### config.mk
export PLATFORM = sky130hd
export DESIGN_NAME = tick_gen
export DESIGN_NICKNAME = d
export VERILOG_FILES = /design/src/rtl/tick_gen_pkg.sv /design/src/rtl/tick_chan.sv /design/src/rtl/tick_gen.sv
export VERILOG_INCLUDE_DIRS = /design/src /design/src/rtl
export SDC_FILE = /design/constraint.sdc
export NUM_CORES = 1
export LEC_CHECK = 0
export BUFFER_PORTS_ARGS = -buffer_cell sky130_fd_sc_hd__buf_2
export CAP_MARGIN = 15
export CORE_MARGIN = 10
export CORE_UTILIZATION = 57
export CTS_CLUSTER_SIZE = 16
export DETAILED_ROUTE_END_ITERATION = 8
export HOLD_SLACK_MARGIN = 0.03
export PLACE_DENSITY = 0.83
export SETUP_SLACK_MARGIN = 0.4
export SKIP_CTS_REPAIR_TIMING = 1
export SLEW_MARGIN = 20
export SYNTH_ARGS = -nofsm -noshare
export SYNTH_HDL_FRONTEND = slang
export SYNTH_SLANG_ARGS = --single-unit
### constraint.sdc
create_clock -name CLK -period 3.3 [get_ports CLK]
set_input_delay 0.66 -clock CLK [delete_from_list [all_inputs] [get_ports CLK]]
set_output_delay 0.66 -clock CLK [all_outputs]
set_load 0.005 [all_outputs]
### src/rtl/tick_gen_defs.vh
// Shared constants for the tick generator: default clock rate, channel ceiling,
// and the width of the divisor-load channel index.
`ifndef TICK_GEN_DEFS_VH
`define TICK_GEN_DEFS_VH
`define TICK_GEN_CLK_HZ 12000000
`define TICK_GEN_MAX_CH 8
`define TICK_GEN_SEL_W  3
`endif

### src/rtl/tick_gen_pkg.sv
// Package for the tick generator: defaults and limits shared by tick_gen and
// tick_chan, sourced from the common defs include.
package tick_gen_pkg;
`include "tick_gen_defs.vh"

  localparam int CLK_HZ_DEF = `TICK_GEN_CLK_HZ;
  localparam int MAX_CH     = `TICK_GEN_MAX_CH;
  localparam int SEL_W      = `TICK_GEN_SEL_W;

endpackage

### src/rtl/tick_chan.sv
// One tick channel: free-running divide-by-D counter with a shadowed divisor
// that is only applied at a period boundary (wrap) or on clear.
module tick_chan
  import tick_gen_pkg::*;
#(
  parameter int CLK_HZ = CLK_HZ_DEF,
  parameter int DIV_W  = 24
) (
  input  logic             CLK,
  input  logic             RESET,
  input  logic             RUN,
  input  logic             CLR,
  input  logic             LD,
  input  logic [DIV_W-1:0] LD_VAL,
  output logic             ENABLE,
  output logic             SQW,
  output logic             PEND
);

  localparam logic [DIV_W-1:0] RST_DIV = DIV_W'(CLK_HZ);
  localparam logic [DIV_W-1:0] ONE     = DIV_W'(1);

  logic [DIV_W-1:0] cnt;
  logic [DIV_W-1:0] div_act;
  logic [DIV_W-1:0] div_shd;
  logic [DIV_W-1:0] ld_eff;
  logic             sqw_q;
  logic             pend_q;
  logic             wrap;

  // A divisor of 0 would never wrap; it behaves as 1 (tick every cycle).
  assign ld_eff = (LD_VAL == '0) ? ONE : LD_VAL;
  assign wrap   = (cnt == div_act - ONE);

  assign ENABLE = !RESET && RUN && !CLR && wrap;
  assign SQW    = sqw_q;
  assign PEND   = pend_q;

  always_ff @(posedge CLK) begin
    if (RESET) begin
      cnt     <= '0;
      div_act <= RST_DIV;
      div_shd <= RST_DIV;
      pend_q  <= 1'b0;
      sqw_q   <= 1'b0;
    end else begin
      if (CLR) begin
        cnt   <= '0;
        sqw_q <= 1'b0;
        if (pend_q) begin
          div_act <= div_shd;
          pend_q  <= 1'b0;
        end
      end else if (RUN) begin
        if (wrap) begin
          cnt   <= '0;
          sqw_q <= ~sqw_q;
          if (pend_q) begin
            div_act <= div_shd;
            pend_q  <= 1'b0;
          end
        end else begin
          cnt <= cnt + ONE;
        end
      end
      // A load on the applying edge lands in the shadow and waits for the next boundary.
      if (LD) begin
        div_shd <= ld_eff;
        pend_q  <= 1'b1;
      end
    end
  end

endmodule

### src/rtl/tick_gen.sv
// Multi-channel tick generator: decodes divisor loads and hosts N_CH
// independent tick_chan instances.
module tick_gen
  import tick_gen_pkg::*;
#(
  parameter int CLK_HZ = CLK_HZ_DEF,
  parameter int N_CH   = 4,
  parameter int DIV_W  = 24
) (
  input  logic             CLK,
  input  logic             RESET,
  input  logic [N_CH-1:0]  RUN,
  input  logic [N_CH-1:0]  CLR,
  input  logic             DIV_LD,
  input  logic [SEL_W-1:0] DIV_SEL,
  input  logic [DIV_W-1:0] DIV_VAL,
  output logic [N_CH-1:0]  ENABLE,
  output logic [N_CH-1:0]  SQW,
  output logic [N_CH-1:0]  PEND
);

  // DIV_LD is a single-cycle strobe with no backpressure: DIV_SEL/DIV_VAL are
  // taken on the strobe edge, and an out-of-range DIV_SEL matches no channel.
  for (genvar i = 0; i < N_CH; i++) begin : g_ch
    if (i < MAX_CH) begin : g_live
      logic ld;
      assign ld = DIV_LD && (DIV_SEL == SEL_W'(i));

      tick_chan #(
        .CLK_HZ (CLK_HZ),
        .DIV_W  (DIV_W)
      ) u_chan (
        .CLK    (CLK),
        .RESET  (RESET),
        .RUN    (RUN[i]),
        .CLR    (CLR[i]),
        .LD     (ld),
        .LD_VAL (DIV_VAL),
        .ENABLE (ENABLE[i]),
        .SQW    (SQW[i]),
        .PEND   (PEND[i])
      );
    end else begin : g_none
      assign ENABLE[i] = 1'b0;
      assign SQW[i]    = 1'b0;
      assign PEND[i]   = 1'b0;
    end
  end

endmodule

==> results.toml, run 1 <==
[route]
vias = 15700
dr.pass1.iters = 5
drc = 0
routed_wl_mm = 47.9
ant_nets = 0
drtIter0Drc = 1254
routed_via_density = 6.19
drt-wirelength-per-cell_um = 18.9

[cts]
cts_tree = "built"
clkLatencyLatePin_ns = 0.59
cts_max_path_buffers = 3
clock-sinks = 296
cts_root_buf = "clkbuf_16"
htreeDepth = 1
clk_pin_slew_ns = 0.06
numCtsBuffers = 31

[global_routing]
antenna_found_initial = 0
gr-usage-all-layers_pct = 23.9
grt_pass1_wl_mm = 73.5
grt_max_degree = 136
grt_pass1_vias = 14800
grt_overflow = 0

[synth]
synth_warnings = 0
ys.flop_type = "dfxtp_1"
synth-seq-cells = 296
synth_top_family_by_area = "simple AND/OR/NAND/NOR gates"
synth_nets = 2100
synth_fa_ha_area_share_pct = 0.603
synth_cell_types = 75
syn_area_mm2 = 0.0166
synthCells = 2054
synthMostInstantiatedCell = "dfxtp_1"
synthSimpleGateAreaFrac_pct = 31.3
synthMuxAreaShare_pct = 4.97
synth_top_cell_by_area = "dfxtp_1"
synth_commonest_cells = "dfxtp_1, nand2_1, nor2_1"
synth_top_area_share_pct = 35.7
syn-mean-instance-area_um2 = 8.08
async_flop_share_pct = 0
synth.yosys.seq_area_share_pct = 35.7
synth_edf_count = 0
synth_area_leaders = "dfxtp_1, nand2_1, xor2_1, mux2i_1, xnor2_1"
synthXorXnorAreaFrac_pct = 10.3
synth_compound_area_share_pct = 12.4

[cells_and_area]
fillCellCount = 2157
drive_above_1_share_pct = 19.0
finish.utilization_pct = 69.8
area_delta_synth_final_pct = 20.8
multi_input_area_mm2 = 0.0109
final_cells = 2536
nets = 2173
ff_latch_area_mm2 = 0.00596

[sta]
finalSetupViolCount = 6
max-slew-margin-rel_pct = 36.0
fin_crit_sh_pct = 116
layout_min_cycle_time_ns = 3.82
whs_ns = 0.383
worst_slack_ns = -0.525
fmax_ghz = 0.261
slew_violations = 0
hold_violations = 0
tightest_slew_ns = 0.960
rsz0062_at_grt = "true"
clock_skew_ns = 0.0273

[critical_path]
crit_path_start = "g_ch[0].g_live.u_chan.div_act[7]"
arrival_ns = 3.16
critPathKind = "reg -> out"
rrSetupSlack_ns = -0.03
worstSetupEndpointType = "primary output"
critical_path_peak_fanout = 3
crit_required_ns = 2.64
critPathLaunchType = "flip-flop"
regToRegStartpoint = "g_ch[0].g_live.u_chan.div_act[7]"

[floorplanning]
initial_core_util_pct = 57.8
rows = 62
die_y_um = 191
die-area_mm2 = 0.0363
ioPinCount = 50
core_area_mm2 = 0.0287
fp.dieW_um = 191

[power_and_ir_drop]
ir_drop_v = 0.000511
leakagePower_uw = 0.00690
p_per_area_mw_per_mm2 = 373

[placed_design]
place_congestion = 0.934
dpl.hpwl_mm = 31.7
port_buffers = 49
placed_cells = 2439

[hold_path]
min_from = "DIV_VAL[1]"
hp-class = "in -> reg"

[run_status]
outcome = "finished with violations"
violations = "setup timing"

[job]
cap_viol_max_count = 0
layer usage:
layer	global-route usage [%]	vias up	wire, um
met2	41.0	562	23500
met4	8.93	0	1870
met5	0	-	0
li1	-	7402	-
met3	2.89	154	2560
met1	30.0	7570	19900
critical path: stages (launching register included):
cell,delay (ns)
dfxtp_2,0.32
or4_4,0.54
or3_4,0.38
nor3_4,0.20
a31oi_2,0.13
or4_4,0.53
nor4_4,0.31
buf_2,0.16
layout make-up:
type | instances | area share [%]
Antenna cell | 1 | 0.0125
Clock buffer | 51 | 4.70
Clock inverter | 6 | 0.381
Inverter | 45 | 0.856
Multi-Input combinational cell | 1568 | 54.3
Sequential cell | 296 | 29.7
Tap cell | 384 | 2.40
Timing Repair Buffer | 185 | 7.66
final timing paths:
kind	end	cells past startpoint
max	ENABLE[0]	7
min	g_ch[3].g_live.u_chan.div_shd[1]	3
max reg2reg	g_ch[0].g_live.u_chan.div_act[4]	8
min reg2reg	g_ch[0].g_live.u_chan.div_shd[14]	2
cells by family after synthesis:
group           after synthesis
xor+xnor                    193
compound gates              278
fa+ha+maj                     8
simple gates               1007
mux                          82
flops                       296
buf+inv                     190
stage by stage:
| stage | worst slack [ns] | area (um2) | power, uW | setup TNS [ns] |
|---|---|---|---|---|
| floorplan | 0.00232 | 17000 | 3920 | 0 |
| global placement | -0.0321 | 17800 | 4040 | -0.238 |
| detailed placement | -0.116 | 17800 | 4040 | -1.74 |
| CTS | -0.672 | 18800 | 7480 | -4.34 |
| global route | -0.596 | 20000 | 7680 | -2.90 |
| finish | -0.525 | 20000 | 7480 | -1.60 |
state kept, by name (all words and copies together) (netlist names):
register / cells
g_ch.g_live.u_chan.PEND: 4
g_ch.g_live.u_chan.SQW: 4
g_ch.g_live.u_chan.cnt: 96
g_ch.g_live.u_chan.div_act: 96
g_ch.g_live.u_chan.div_shd: 96
cell usage in the layout (no fill, tap or decap), types with 41 or more instances in the layout:
cell / netlist / final
a21oi_1: 87 / 84
buf_2: 5 / 48
buf_4: 19 / 102
dfxtp_1: 296 / 284
inv_1: 45 / 41
mux2i_1: 79 / 77
nand2_1: 280 / 278
nand2b_1: 116 / 116
nand3_1: 51 / 45
nand3b_1: 50 / 50
nand4_1: 47 / 47
nor2_1: 176 / 161
nor3_1: 117 / 84
xnor2_1: 88 / 86
xor2_1: 104 / 104
report_power, final:
group / switching (uW) / leakage [uW] / internal [uW] / total, uW
Sequential: 27.9 / 0.00240 / 3610 / 3640
Combinational: 241 / 0.00401 / 128 / 369
Clock: 1460 / 0.000496 / 2020 / 3480
No activity file was read; power rests on OpenSTA's default activity.
==> run 2: changes to the inputs <==
--- a/config.mk
+++ b/config.mk
@@ -6,6 +6,7 @@
 export SDC_FILE = /design/constraint.sdc
 export NUM_CORES = 1
 export LEC_CHECK = 0
+export ABC_AREA = 1
 export BUFFER_PORTS_ARGS = -buffer_cell sky130_fd_sc_hd__buf_2
 export CAP_MARGIN = 15
 export CORE_MARGIN = 10
==> results.toml, run 2 <==
[cells_and_area]
drive_above_1_share_pct = 13.2
nets = 2706
finish.utilization_pct = 65.2
diodes = 0
area_delta_synth_final_pct = 12.4
layout_commonest_cell = "nand2_1"
post-route-cell-area_mm2 = 0.0194
largestRegisters = "g_ch.g_live.u_chan.cnt: 96 flops, g_ch.g_live.u_chan.div_act: 96 flops, g_ch.g_live.u_chan.div_shd: 96 flops"
final_cell_mix = "nand2_1, inv_1, nor2_1, dfxtp_1, nand3_1"

[global_routing]
grt_overflow = 0
grt_pass1_wl_mm = 73.4
grt_pass1_vias = 15400
grt_max_degree = 91
antenna_found_initial = 0
gr-usage-all-layers_pct = 22.5

[critical_path]
critical_path_peak_fanout = 4
rrSetupSlack_ns = 0.62
critPathLaunchType = "flip-flop"
worstSetupEndpointType = "primary output"
regToRegStartpoint = "g_ch[1].g_live.u_chan.div_act[9]"
crit_chain = "nor2_1 > nand2_1 > nor2_2 > nand2_2 > nor2_2 > xor2_1 > nand2_1 > nor2_2 > nand4_2 > nor2_2 > buf_2"
arrival_ns = 2.63
crit_path_frequent_cell = "nor2_2"
cpPeakStageDelay_ns = 0.38
reg2reg_to = "g_ch[1].g_live.u_chan.div_act[5]"
rr_worst_depth = 14
crit_required_ns = 2.64
critPathKind = "reg -> out"
cp_slowest_cell = "dfxtp_1"

[sta]
rsz0062_at_grt = "true"
max-slew-margin-rel_pct = 43.0
finalSetupViolCount = 0
clock_skew_ns = 0.0217
fmax_ghz = 0.304
fin_crit_sh_pct = 99.7
hold_violations = 0
tightest_slew_ns = 0.850
layout_min_cycle_time_ns = 3.29
slew_violations = 0
worst_slack_ns = 0.00915

[placed_design]
dpl.hpwl_mm = 33.3
postPlaceCellArea_mm2 = 0.0177
port_buffers = 49
post-place-ws_ns = 0.398
place_congestion = 0.962

[power_and_ir_drop]
p_per_area_mw_per_mm2 = 414
ir_drop_v = 0.000547
leakagePower_uw = 0.00832

[synth]
ys.flop_type = "dfxtp_1"
syn_area_mm2 = 0.0173
syn-mean-instance-area_um2 = 6.56
synth.yosys.seq_area_share_pct = 34.3
synth_top_area_share_pct = 34.3
synth-seq-cells = 296
synthMostInstantiatedCell = "nand2_1"
synth_commonest_cells = "nand2_1, nor2_1, inv_1"
synth_nets = 2682
synth_top_cell_by_area = "dfxtp_1"
async_flop_share_pct = 0
synthCells = 2636
synth_edf_count = 0
synth_warnings = 0
synth_area_leaders = "dfxtp_1, nand2_1, nor2_1, inv_1, nand3_1"
synth_cell_types = 52

[route]
routed_wl_mm = 45.9
drt-wirelength-per-cell_um = 14.9
vias = 16700
drtIter0Drc = 1514
routed_via_density = 5.42
drc = 0
dr.pass1.iters = 5
ant_nets = 0

[floorplanning]
die_y_um = 194
ioPinCount = 50
core_area_mm2 = 0.0298
fp.dieW_um = 194
initial_core_util_pct = 58.0
die-area_mm2 = 0.0377
rows = 63

[cts]
cts_tree = "built"
clk_pin_slew_ns = 0.06
numCtsBuffers = 31
cts_max_path_buffers = 3
htreeDepth = 1
cts_root_buf = "clkbuf_16"
clock-sinks = 296
clkLatencyLatePin_ns = 0.59

[hold_path]
min_from = "DIV_VAL[23]"
hold-path-cell-count = 3
min_to = "g_ch[1].g_live.u_chan.div_shd[23]"
hp-class = "in -> reg"

[run_status]
outcome = "finished clean"

[job]
cap_viol_max_count = 0
==> run 2: cell types whose count changed in the layout (fill, tap and decap cells not counted), sizes merged, moves of 29 or more <==
cell,delta
nand2b,-116
nand3b,-29
mux2i,-79
nor3,-67
xnor2,-37
buf,-88
o21ai,+80
inv,+304
nand3,+200
nand2,+380
nor2,+206
nand4,+44
a21oi,+29
==> run 2: cells by family (layout without fill, tap and decap cells) <==
group | count (synthesis) | count (layout) | share of synthesized area [%]
XOR/XNOR | 154 | 154 | 7.84
AND/OR/NAND/NOR | 1494 | 1498 | 39.7
buffers and inverters | 458 | 501 | 10.9
flip-flops | 296 | 296 | 34.3
AO/OA/AOI/OAI | 226 | 226 | 6.77
adder cells (fa/ha/maj) | 8 | 8 | 0.579
==> run 2: report_power, final <==
part           total (uW)  switching [uW]  leakage (uW)  internal (uW)
registers            3690            57.8       0.00241           3640
logic                 645             435       0.00539            209
clock network        3710            1490      0.000527           2220
total                8050            1980       0.00832           6070
==> run 2: area by class of cell <==
cell class / count / area [um2]
clock buffers: 41 / 863
clock inverters: 15 / 213
fillers: 2633 / 10400
inverters: 354 / 1340
multi-input cells: 1886 / 9970
flip-flops and latches: 296 / 5960
well taps: 390 / 488
repair buffers: 91 / 603
==> run 2: how the worst max path moves through the flow <==
stage / from / endpoint / cells after the start
floorplan: g_ch[1].g_live.u_chan.div_act[0] / ENABLE[1] / 14
global placement: g_ch[1].g_live.u_chan.div_act[0] / ENABLE[1] / 13
detailed placement: g_ch[1].g_live.u_chan.div_act[0] / ENABLE[1] / 13
CTS: g_ch[1].g_live.u_chan.div_act[0] / ENABLE[1] / 13
global route: g_ch[2].g_live.u_chan.div_act[0] / ENABLE[2] / 13
finish: g_ch[1].g_live.u_chan.div_act[9] / ENABLE[1] / 11
==> run 2: metal layers <==
metal	routed length (um)	vias to the layer above	part of all wire, %	GRT usage (%)
li1	-	8405	-	-
met4	989	0	2.2	6.36
met2	21600	560	47	37.7
met1	20200	7615	44	29.5
met3	3090	80	6.7	3.35
met5	0	-	0	0
==> run 2: metrics by stage <==
step	total power [uW]	TNS, ns	hold slack (ns)	std cells
6_report	8050	0	0.402	3073
5_1_grt	8300	-0.436	0.419	3073
4_1_cts	8010	-0.630	0.368	3050
3_5_place_dp	4340	0	0.452	2994
3_3_place_gp	4330	0	0.445	2994
2_1_floorplan	4180	0	0.429	2636
==> run 2: worst max-delay path: cells and delay by family (launching register included) <==
kind,cells,cell delay [ns]
flops,1,0.38
simple gates,9,1.25
buf+inv,1,0.13
xor+xnor,1,0.29
==> run 3: changes to the inputs <==
--- a/config.mk
+++ b/config.mk
@@ -17,7 +17,7 @@
 export PLACE_DENSITY = 0.83
 export SETUP_SLACK_MARGIN = 0.4
 export SKIP_CTS_REPAIR_TIMING = 1
-export SLEW_MARGIN = 20
 export SYNTH_ARGS = -nofsm -noshare
 export SYNTH_HDL_FRONTEND = slang
+export SYNTH_HIERARCHICAL = 1
 export SYNTH_SLANG_ARGS = --single-unit
==> constraint.sdc (replaced) <==
create_clock -name CLK -period 3.3 [get_ports CLK]
set_input_delay 0.33 -clock CLK [delete_from_list [all_inputs] [get_ports CLK]]
set_output_delay 0.33 -clock CLK [all_outputs]
set_load 0.005 [all_outputs]
==> results.toml, run 3 <==
[critical_path]
arrival_ns = 2.47
crit_required_ns = 2.97
worstSetupEndpointType = "primary output"
critPathLaunchType = "flip-flop"
cp_slowest_cell = "dfxtp_1"
critPathKind = "reg -> out"
critical_path_peak_fanout = 6
rrSetupSlack_ns = 0.60
crit_path_start = "g_ch[2].g_live.u_chan/div_act[5]"
regToRegStartpoint = "g_ch[2].g_live.u_chan/div_act[5]"
critPathBufInv = 1
cpPeakStageDelay_ns = 0.38
critPathTopFamily = "simple AND/OR/NAND/NOR gates"
crit_chain = "nor2_2 > nand2_1 > nor2_4 > nand3_1 > nand2_2 > nand2_1 > nor2_1 > nand2_1 > nor2_4 > nand4_4 > nor2_4 > buf_2"

[route]
routed_via_density = 5.45
vias = 17700
routed_wl_mm = 48.5
drtIter0Drc = 1361
dr.pass1.iters = 6
ant_nets = 0
drt-wirelength-per-cell_um = 15.0
drc = 0

[sta]
slew_violations = 0
fin_crit_sh_pct = 85.0
max-slew-margin-rel_pct = 24.3
rsz0062_at_grt = "true"
fmax_ghz = 0.357
hold_violations = 0
finalSetupViolCount = 0
clock_skew_ns = 0.0195
tightest_slew_ns = 1.13
layout_min_cycle_time_ns = 2.80
fin_setup_tns_ns = 0

[synth]
synth_cell_types = 38
synthMostInstantiatedCell = "nand2_1"
synth_area_leaders = "dfxtp_1, nand2_1, nand3_1, nor2_1, inv_1"
async_flop_share_pct = 0
ys.flop_type = "dfxtp_1"
synth.yosys.seq_area_share_pct = 32.8
synth_nets = 2822
synth_warnings = 6
synth-seq-cells = 296
syn-mean-instance-area_um2 = 6.50
synth_top_cell_by_area = "dfxtp_1"
synth_top_area_share_pct = 32.8
synth_commonest_cells = "nand2_1, nor2_1, inv_1"
synth_edf_count = 0
synthCells = 2776
syn_area_mm2 = 0.0180

[cells_and_area]
largestRegisters = "g_ch.g_live.u_chan/cnt: 96 flops, g_ch.g_live.u_chan/div_act: 96 flops, g_ch.g_live.u_chan/div_shd: 96 flops"
nets = 2861
final_cell_mix = "nand2_1, nor2_1, inv_1, nand3_1, dfxtp_1"
finish.utilization_pct = 63.8
diodes = 0
area_delta_synth_final_pct = 11.1
post-route-cell-area_mm2 = 0.0200
layout_commonest_cell = "nand2_1"
drive_above_1_share_pct = 13.1

[power_and_ir_drop]
leakagePower_uw = 0.00865
p_per_area_mw_per_mm2 = 413
power_uw = 8270
ir_drop_v = 0.000473

[global_routing]
grt_max_degree = 42
antenna_found_initial = 0
grt_pass1_wl_mm = 78.7
gr-usage-all-layers_pct = 24.0
grt_overflow = 0
grt_pass1_vias = 16700

[hold_path]
min_from = "DIV_VAL[4]"
hp-class = "in -> reg"

[cts]
clock-sinks = 296
clk_pin_slew_ns = 0.06
numCtsBuffers = 34
cts_tree = "built"
htreeDepth = 2
clkLatencyLatePin_ns = 0.52
cts_max_path_buffers = 3
cts_root_buf = "clkbuf_16"

[floorplanning]
core_area_mm2 = 0.0314
ioPinCount = 50
fp.dieW_um = 198
die_y_um = 198
die-area_mm2 = 0.0392
rows = 65
initial_core_util_pct = 57.5

[placed_design]
port_buffers = 49
postPlaceCellArea_mm2 = 0.0183
dpl.hpwl_mm = 36.0
place_congestion = 0.916

[run_status]
outcome = "finished clean"

[job]
cap_viol_max_count = 0
==> run 3: changes by cell type in the layout (fill, tap and decap cells not counted), sizes merged, moves of 8 or more <==
cell    change
nand3      +85
nand2      +81
nor2       +78
nand4      -35
o21ai      -30
xor2       -23
a211oi     +20
nor3       -18
inv        -11
nor3b       -9
o22ai       +9
nor4        +8
==> run 3: metal layers <==
metal	GRT usage (%)	up-vias	part of all wire, %
li1	-	8916	-
met1	30.7	8141	44
met2	40.1	518	46
met3	4.92	93	7.5
met4	6.35	0	2.1
met5	0	-	0
==> run 3: cells by family (layout without fill, tap and decap cells) <==
logic type	Yosys count	count (layout)	share of synthesized area (%)
DFF	296	296	32.8
xor gates and xnor gates	136	136	6.60
AOI/OAI and AO/OA	224	224	6.74
buffers and inverters	435	494	10.5
and+or+nand+nor	1677	1681	42.7
adders and majority gates	8	8	0.555
==> run 3: worst min-delay path, stage by stage <==
cell and delay (ns):
buf_2 0.16, inv_1 0.08, a21oi_1 0.06
==> run 3: final timing paths <==
path,end,cells after the start
max,ENABLE[2],12
max reg2reg,g_ch[2].g_live.u_chan/div_act[12],15
min,g_ch[1].g_live.u_chan/div_shd[4],3
min reg2reg,g_ch[1].g_live.u_chan/div_shd[12],2
==> run 3: metrics by stage <==
| stage | setup WS [ns] | hold WS, ns | std cells |
|---|---|---|---|
| floorplan | 1.16 | 0.430 | 2776 |
| global placement | 0.658 | 0.444 | 3147 |
| detailed placement | 0.556 | 0.447 | 3147 |
| CTS | 0.161 | 0.127 | 3207 |
| global route | 0.334 | 0.145 | 3241 |
| finish | 0.496 | 0.164 | 3241 |
==> run 3: layout make-up <==
class	count	area, um2
fillers	2843	11400
multi-input cells	2049	10500
flip-flops and latches	296	5950
inverters	339	1280
clock buffers	46	990
repair buffers	95	627
well taps	402	503
clock inverters	14	155
==> run 3: where the power goes <==
part | total [uW] | switching, uW | internal (uW)
sequential | 3710 | 67.4 | 3640
combinational | 706 | 483 | 223
clock | 3860 | 1520 | 2340
